==> config.mk <==
export PLATFORM = sky130hd
export DESIGN_NAME = chunked_addsub
export DESIGN_NICKNAME = d
export VERILOG_FILES = /design/src/rtl/chunked_addsub.sv
export SDC_FILE = /design/constraint.sdc
export NUM_CORES = 1
export LEC_CHECK = 0
export BUFFER_PORTS_ARGS = -buffer_cell sky130_fd_sc_hd__buf_2
export CAP_MARGIN = 20
export CELL_PAD_IN_SITES_DETAIL_PLACEMENT = 0
export CELL_PAD_IN_SITES_GLOBAL_PLACEMENT = 1
export CORE_UTILIZATION = 40
export CTS_BUF_LIST = sky130_fd_sc_hd__clkbuf_4
export CTS_CLUSTER_DIAMETER = 120
export DETAILED_ROUTE_END_ITERATION = 10
export HOLD_SLACK_MARGIN = 0.06
export PLACE_DENSITY = 0.88
export SYNTH_ARGS = -nofsm -noshare
export SYNTH_HDL_FRONTEND = slang
export SYNTH_SLANG_ARGS = --single-unit
export TNS_END_PERCENT = 10
==> constraint.sdc <==
create_clock -name clk -period 2.6 [get_ports clk]
set_input_delay 0.78 -clock clk [delete_from_list [all_inputs] [get_ports clk]]
set_output_delay 0.78 -clock clk [all_outputs]
set_load 0.03 [all_outputs]
==> src/rtl/chunked_addsub.sv <==
// chunked_addsub: multi-cycle WIDTH-bit adder/subtractor that handles CHUNK bits
// per clock, LSB chunk first, with a registered carry between chunks.
module chunked_addsub #(
  parameter int WIDTH = 16,
  parameter int CHUNK = 4
) (
  input  logic             clk,
  input  logic             rst,
  input  logic             start,
  input  logic             mode,
  input  logic [WIDTH-1:0] a,
  input  logic [WIDTH-1:0] b,
  input  logic             c,
  output logic [WIDTH-1:0] sum,
  output logic             carry,
  output logic             ovf,
  output logic             busy,
  output logic             done
);
  localparam int NCH = WIDTH / CHUNK;
  localparam int IW  = (NCH > 1) ? $clog2(NCH) : 1;

  typedef enum logic [1:0] {S_IDLE, S_RUN, S_DONE} state_t;

  state_t           r_state, w_next;
  logic [WIDTH-1:0] r_opa, r_opb, r_sum;
  logic             r_cy, r_ovf;
  logic [IW-1:0]    r_idx;
  logic [CHUNK:0]   w_chunk;
  logic             w_last, w_cin_msb;
  int               w_base;

  // Operands shift right each RUN cycle, so the active chunk is always in the low bits.
  assign w_chunk   = {1'b0, r_opa[CHUNK-1:0]} + {1'b0, r_opb[CHUNK-1:0]} + {{CHUNK{1'b0}}, r_cy};
  assign w_last    = (r_idx == IW'(NCH - 1));
  // On the last chunk the top operand bits sit at CHUNK-1; recover the carry into the MSB.
  assign w_cin_msb = r_opa[CHUNK-1] ^ r_opb[CHUNK-1] ^ w_chunk[CHUNK-1];
  assign w_base    = int'(r_idx) * CHUNK;

  assign sum   = r_sum;
  assign carry = r_cy;
  assign ovf   = r_ovf;
  assign busy  = (r_state == S_RUN);
  assign done  = (r_state == S_DONE);

  // State register
  always_ff @(posedge clk or posedge rst) begin
    if (rst) r_state <= S_IDLE;
    else     r_state <= w_next;
  end

  // Next-state: IDLE -> RUN on start, RUN for NCH cycles, one DONE cycle
  always_comb begin
    w_next = r_state;
    case (r_state)
      S_IDLE:  if (start)  w_next = S_RUN;
      S_RUN:   if (w_last) w_next = S_DONE;
      S_DONE:  w_next = S_IDLE;
      default: w_next = S_IDLE;
    endcase
  end

  // Datapath: operand capture on accept, one chunk per RUN cycle
  always_ff @(posedge clk or posedge rst) begin
    if (rst) begin
      r_opa <= '0;
      r_opb <= '0;
      r_sum <= '0;
      r_cy  <= 1'b0;
      r_ovf <= 1'b0;
      r_idx <= '0;
    end else begin
      case (r_state)
        S_IDLE: if (start) begin
          r_opa <= a;
          r_opb <= mode ? ~b : b;
          r_cy  <= c ^ mode;   // subtract: borrow-in becomes inverted carry-in
          r_idx <= '0;
        end
        S_RUN: begin
          r_sum[w_base +: CHUNK] <= w_chunk[CHUNK-1:0];
          r_cy  <= w_chunk[CHUNK];
          r_opa <= r_opa >> CHUNK;
          r_opb <= r_opb >> CHUNK;
          r_idx <= r_idx + 1'b1;
          if (w_last) r_ovf <= w_cin_msb ^ w_chunk[CHUNK];
        end
        default: ;
      endcase
    end
  end
endmodule

-- After elaboration in Yosys (flattened, before gate mapping)
Cells that the tools add are included.
- input port bits: 37
- bits in registers: 54
- output and inout bits: 20
- equal/unequal tests: 5
- bitwise gates (word level): 5
- shift-type cells: 2
- add/subtract/negate cells: 4
- reduce and logical (&&, ||, !) cells: 5
- muxes and demuxes: 13
- operators with widths (operator ; count):
    $pmux 16 s2 ; 2
    $mux 16 ; 3
    $neg 4->33 ; 1
    $shift 4x33->16 const A ; 1
    $shiftx 4x33->16 ; 1
    $bwmux 16 ; 1
    $not 16->16 ; 1
    $pmux 2 s2 ; 2
    $mux 2 ; 3
    $reduce_and 2->1 ; 3
    $add 4x4->5 ; 1
    $add 5x1->5 ; 1
    $eq 2x2->1 const B ; 2
    $xor 1x1->1 ; 4
    $add 2x1->2 const B ; 1
    $eq 2x1->1 const B ; 1
    $logic_not 2->1 ; 1
    $ne 2x1->1 const B ; 1
    $ne 2x2->1 const B ; 1
    $pmux 1 s2 ; 1
    $reduce_bool 2->1 ; 1
    $mux 1 ; 1

-- Depth between registers and ports, before layout
Gate-level depths: netlist of the first run.
- depth after elaboration: 4
- gate-level depth with buffers: 6
- depth with buffers taken out: 6

-- Worst setup path after synthesis of the first run
No wires, ideal clock.
- path type: flip-flop to flip-flop
- start point: register r_cy (netlist: carry)
- end point: register r_ovf (netlist: ovf)
- buffers on the path: 0
- clock period less this slack: 2.092 ns
- stages on the path, launching flop included: 7
- slack: 0.508 ns
- setup time: 0.123 ns
- arrival time: 1.969 ns
- path through: dfrtp_1 -> fa_1 -> fa_1 -> a21o_1 -> a21oi_1 -> xnor2_1 -> a21oi_1
- longest elaborated chain between the ends: 3
- RTL lines (what ; RTL line ; source):
    start, declared ; 27 ; logic r_cy, r_ovf;
    start signal, assigned ; 77 ; r_cy <= c ^ mode;
    start signal, assigned ; 82 ; r_cy <= w_chunk[CHUNK];
    $add 5x1->5 * ; 34 ; assign w_chunk = {1'b0, r_opa[CHUNK-1:0]} + {1'b0, r_opb[CHUNK-1:0]} + {{CHUNK{1'b0}}, r_cy};
    $xor 1x1->1 ; 37 ; assign w_cin_msb = r_opa[CHUNK-1] ^ r_opb[CHUNK-1] ^ w_chunk[CHUNK-1];
    $xor 1x1->1 * ; 86 ; if (w_last) r_ovf <= w_cin_msb ^ w_chunk[CHUNK];
    end signal, assigned ; 86 ;
    end, declared ; 27 ;
Every way passes the cells marked *; elsewhere a longest branch is shown, timed or not.
A chain may end at the register's enable or synchronous reset.

-- Worst setup path in the final report of the first run
- start point: register r_state[1]
- end point: output done
- longest elaborated chain between the ends: 1
- RTL lines (what ; RTL line ; source):
    start, declared ; 25 ; state_t r_state, w_next;
    start signal, assigned ; 49 ; else r_state <= w_next;
    $eq 2x2->1 ; 44 ; assign done = (r_state == S_DONE);
    end, declared ; 18 ; output logic done
No other way between the ends.

==> impl_metrics.yaml, run 1 <==
route:
  ant_nets: 0
  num_vias: 2017
  dr.pass1.iters: 9
  post_drt_wl_per_cell_um: 13.92
  postRouteWirelength_mm: 5.457
  viasPerCell: 5.145
  drt_iter0_drc: 83
  drc: 2
grt:
  globalRouteOverflowTotal: 0
  antenna_found_initial: 0
  grt_max_degree: 28
  track_usage_pct: 16.27
  grt_pass1_vias: 1895
  grt_pass1_wl_mm: 9.218
sta:
  finalHoldViolCount: 0
  drv_slew: 0
  setup_viol: 0
  worstMarginPinSlew_ns: 0.5118
  period_minus_slack_ns: 2.194
  fin_setup_tns_ns: 0
  rsz0062_at_grt: "false"
  setup_slack_ns: 0.4064
  finClkSkew_ns: 0.01700
  maxClockFrequency_ghz: 0.4559
  period_share_pct: 84.37
  slew_headroom_pct: 65.83
outcome:
  violations: "DRC"
  run_status: "finished, violations left"
cts:
  clk_pin_slew_ns: 0.14
  clock-root-buffer: "clkbuf_4"
  cts-buffers-inserted: 5
  worstSkewPairLatency_ns: 0.37
  post_cts_buffers: 0
  cts_tree: "done"
  cts_sinks: 54
  cts_resized: 0
  htreeDepth: 2
  cts-hold-fix-buffers: 0
  clock_path_buffers: 2
power_and_ir_drop:
  p_total_w: 0.003887
  p_leak_nw: 1.579
  power_density_nw_per_um2: 1215
  peakVddDrop_v: 0.0003314
worst_setup_path:
  cp_data_arrival_time_ns: 1.41
  crit_fanout: 10
  crit_type: "flop to primary output"
  required_ns: 1.82
  cp-end-kind: "primary output"
  critPathLaunchType: "flop"
placed_design:
  gp_congestion: 0.8729
  pre_cts_ws_ns: 0.5162
  placed_area_um2: 3098
  io_buffer_count: 56
  dp.cells: 384
  dp.final_hpwl_mm: 4.082
final_layout:
  finalInstanceArea_um2: 3199
  nNetsFinal: 362
  layout-drive-gt1-share_pct: 24.76
  area_growth_pct: 17.08
  nFillCells: 613
  final_cells: 392
  n_antenna_cell: 0
yosys:
  yosysTopAreaCell: "dfrtp_1"
  synth_seq_area_share_pct: 49.45
  synth_edf_count: 0
  netlist_instances: 258
  synth_common_cells: "dfrtp_1, a21oi_1, a22o_1, nand2_1, nor2b_1"
  ys.warnings.count: 0
  avgSynthCellArea_um2: 10.59
  synth_cell_types: 33
  ys_async_sr_fraction_pct: 100.0
  syn_nets: 306
  ys_seq_elements: 54
  synth_area_leaders: "dfrtp_1, a22o_1, a21oi_1, ha_1, nor2b_1"
  ys.flop_type: "dfrtp_1"
  synth_area_um2: 2733
  yosysTopAreaCellShare_pct: 49.45
  synth.most_common_cell: "dfrtp_1"
floorplanning:
  die_area_um2: 7166
  rows: 29
  die_y_um: 84.66
  initial_utilization_pct: 42.31
  core_area_um2: 6459
  die_w_um: 84.66
  ios: 57
min_path:
  min_path_type: "input port to asynchronous set/reset pin"
run:
  max-cap-violations: 0
## stage by stage
step	hold WS (ns)	util (%)
final	0.4268	49.54
after global routing	0.4398	49.54
after CTS	0.4294	49.54
after detailed placement	0.4713	47.97
after global placement	0.4627	47.97
after floorplan	0.4502	-
## layer usage
layer  track usage [%]  part of all wire, %  up-vias
met5                 0                    0        -
met4             4.160                 0.35        0
met3             2.753                  4.3        2
met2             24.91                   43       56
met1             24.03                   52      935
li1                  -                    -     1024
## layout make-up
class / count / area (µm²) / area share (%)
multi-input combinational: 184 / 1291 / 40.36
tap: 77 / 96.34 / 3.011
timing repair buffer: 64 / 340.3 / 10.64
clock buffer: 5 / 37.54 / 1.173
clock inverter: 3 / 63.81 / 1.995
inverter: 5 / 18.77 / 0.5866
sequential: 54 / 1351 / 42.24
## worst max-delay path, stage by stage (launching register included)
cell and delay (ns):
dfrtp_1 0.58, inv_1 0.15, nor2_1 0.11, buf_2 0.21
## power breakdown
part | internal (W) | switching, W | total [W]
Clock | 0.000297 | 0.000257 | 0.000554
Sequential | 0.00119 | 0.000258 | 0.00145
Combinational | 0.000776 | 0.00110 | 0.00188
Total | 0.00227 | 0.00162 | 0.00389
## state kept, by name (all words and copies together) (netlist names)
name     cells
ovf          1
r_state      2
r_idx        2
sum         16
carry        1
r_opb       16
r_opa       16
## cells in the final DEF (no fill, tap or decap), types with 9 or more instances in the layout
cell     netlist  routed
nand2_1       20      20
nor2b_1       17      17
and3b_1       12      12
ha_1           9       9
xnor2_1       12      12
buf_2          9      56
o21ai_0       16      16
a21oi_1       32      32
a22o_1        22      22
dfrtp_1       54      54
o22a_1         9       9
## cells by family (layout without fill, tap and decap cells)
| family | Yosys count | count (layout) | share of synthesized area (%) |
|---|---|---|---|
| muxes | 1 | 1 | 0.4121 |
| xor gates and xnor gates | 20 | 20 | 6.410 |
| buffers and inverters | 20 | 77 | 3.296 |
| AOI/OAI and AO/OA | 88 | 88 | 21.06 |
| and+or+nand+nor | 64 | 64 | 13.78 |
| adders and majority gates | 11 | 11 | 5.586 |
| DFF | 54 | 54 | 49.45 |
## path summary, 6_finish.rpt
| kind | from | to | slack [ns] | cells past startpoint |
|---|---|---|---|---|
| min in group clk | r_opa[11]$_DFFE_PP0P_ | r_opa[11]$_DFFE_PP0P_ | 0.50 | 2 |
| max in group asynchronous | rst | r_opb[11]$_DFFE_PP0P_ | 1.58 | 3 |
| max reg2reg | carry$_DFFE_PP0P_ | ovf$_DFFE_PP0P_ | 0.56 | 6 |
| min reg2reg | r_opa[11]$_DFFE_PP0P_ | r_opa[11]$_DFFE_PP0P_ | 0.50 | 2 |
| min | rst | sum[12]$_DFFE_PP0P_ | 0.43 | 2 |
| max | r_state[1]$_DFFE_PP0P_ | done | 0.41 | 3 |
Note: power is estimated with default switching activity, not from simulation.
==> inputs of run 2 (changes only) <==
- CORE_UTILIZATION: 40 -> 39
- PLACE_DENSITY: 0.88 -> 0.89
- clock period: 2.6 -> 2 ns (I/O delays scaled with it)
==> run 2 against run 1 <==
Highest routed layer unchanged. Clock power decreased by 18%. The run now ends clean. Count of clock-buffer cells in the layout unchanged. Critical endpoint unchanged. Largest power group unchanged. Sequential power increased by 30%.
==> impl_metrics.yaml, run 2 (synthesis results as in run 1) <==
cts:
  cts_sinks: 54
  cts-hold-fix-buffers: 0
  cts_tree: "done"
  htreeDepth: 2
  clock-root-buffer: "clkbuf_4"
  worstSkewPairLatency_ns: 0.36
  clk_pin_slew_ns: 0.15
  clock_path_buffers: 2
  cts-buffers-inserted: 5
grt:
  grt_pass1_wl_mm: 9.922
  grt-busiest-layer: "met2"
  grt_use_met2_pct: 27.93
  antenna_found_initial: 0
  track_usage_pct: 17.11
  use_met1_pct: 23.57
  globalRouteOverflowTotal: 0
  grt_pass1_vias: 2008
  grt.met3_usage_pct: 3.465
  grt_max_degree: 24
floorplanning:
  ios: 57
  die_y_um: 85.71
  rows: 30
  die_area_um2: 7345
  initial_utilization_pct: 40.22
  core_area_um2: 6794
  die_w_um: 85.71
route:
  viasPerCell: 5.053
  postRouteWirelength_mm: 5.900
  dr.pass1.iters: 4
  drt_iter0_drc: 110
  ant_nets: 0
  drc: 0
  post_drt_wl_per_cell_um: 14.11
  num_vias: 2112
placed_design:
  placed_area_um2: 3183
  dp.final_hpwl_mm: 4.339
  dp.cells: 410
  io_buffer_count: 56
  gp_congestion: 0.7829
final_layout:
  final_cells: 418
  nNetsFinal: 369
  final_common_cell: "buf_2"
  layout-drive-gt1-share_pct: 27.64
  n_antenna_cell: 0
  layout_common_cells: "buf_2, dfrtp_1, a21oi_1"
  finalInstanceArea_um2: 3243
  multiInputGateArea_um2: 1303
  nFillCells: 663
  area_growth_pct: 18.68
  seq_area_um2: 1354
power_and_ir_drop:
  switching_share_pct: 43.96
  clkPwrFrac_pct: 9.2
  p_int_w: 0.002754
  peakVddDrop_v: 0.0004897
  power_density_nw_per_um2: 1515
  seq_power_share_pct: 38.5
  switchingPower_w: 0.002160
  p_leak_nw: 1.581
  comb_power_share_pct: 52.3
run:
  max-cap-violations: 0
worst_setup_path:
  critPathTopFamily: "flip-flops"
  crit_type: "flop to primary output"
  crit_top_cell: "buf_4"
  required_ns: 1.40
  cp-end-kind: "primary output"
  cp_data_arrival_time_ns: 1.32
  crit_fanout: 13
  cp_cell_sequence: "buf_4 -> nor2_1 -> buf_4"
  critPathLaunchType: "flop"
  cp_slowest_stage_delay_ns: 0.49
  path_buf_inv: 2
  cp_slowest_cell: "dfrtp_2"
sta:
  finClkSkew_ns: 0.01074
  rsz0062_at_grt: "false"
  maxClockFrequency_ghz: 0.5203
  slew_headroom_pct: 45.48
  period_share_pct: 96.11
  finalHoldViolCount: 0
  fin_hold_ws_ns: 0.2350
  worstMarginPinSlew_ns: 0.8177
  setup_viol: 0
  period_minus_slack_ns: 1.922
  drv_slew: 0
outcome:
  run_status: "finished clean"
min_path:
  min_path_type: "input port to asynchronous set/reset pin"
## run 2: layout make-up
cell class	instances	area share, %
Clock buffer	5	1.157
Clock inverter	3	0.3472
Inverter	5	0.6944
Multi-Input combinational cell	184	40.16
Sequential cell	54	41.74
Tap cell	96	3.704
Timing Repair Buffer	71	12.19
## run 2: worst paths after layout
path	depth (start not counted)	to	slack, ns	startpoint
min in group clk	2	r_opa[13]$_DFFE_PP0P_	0.44	a[13]
max reg2reg	6	ovf$_DFFE_PP0P_	0.12	carry$_DFFE_PP0P_
max in group asynchronous	3	sum[5]$_DFFE_PP0P_	1.22	rst
max	3	done	0.08	r_state[0]$_DFFE_PP0P_
min	2	r_opa[10]$_DFFE_PP0P_	0.23	rst
min reg2reg	2	r_opa[10]$_DFFE_PP0P_	0.50	r_opa[10]$_DFFE_PP0P_
## run 2: per-stage QoR
| stage | setup slack (ns) | total power (W) | setup TNS, ns | utilization [%] |
|---|---|---|---|---|
| floorplan | -0.003645 | 0.003739 | -0.003645 | - |
| global placement | 0.05818 | 0.004392 | 0 | 46.85 |
| detailed placement | 0.02766 | 0.004461 | 0 | 46.85 |
| CTS | 0.01893 | 0.004923 | 0 | 47.62 |
| global route | 0.002091 | 0.005309 | 0 | 47.73 |
| finish | 0.07785 | 0.004914 | 0 | 47.73 |
## run 2: power groups by stage
stage | clock, W | sequential, W | combinational, W
after global routing | 0.000501 | 0.00196 | 0.00285
after floorplan | 0 | 0.00210 | 0.00164
after global placement | 0 | 0.00189 | 0.00250
after detailed placement | 0 | 0.00191 | 0.00255
final | 0.000453 | 0.00189 | 0.00257
after CTS | 0.000461 | 0.00189 | 0.00257
## run 2: repair_timing
action / 4_1_cts / 5_1_grt
pin swaps: 0 / 0
resized for setup: 2 / 4
setup endpoints to repair: 2 / 3
buffers inserted: 0 / 0
## run 2: per-layer routing
layer / up-vias / wire [µm]
met5: - / 0
li1: 1040 / -
met2: 48 / 2725
met1: 1020 / 2941
met4: 0 / 25
met3: 4 / 209
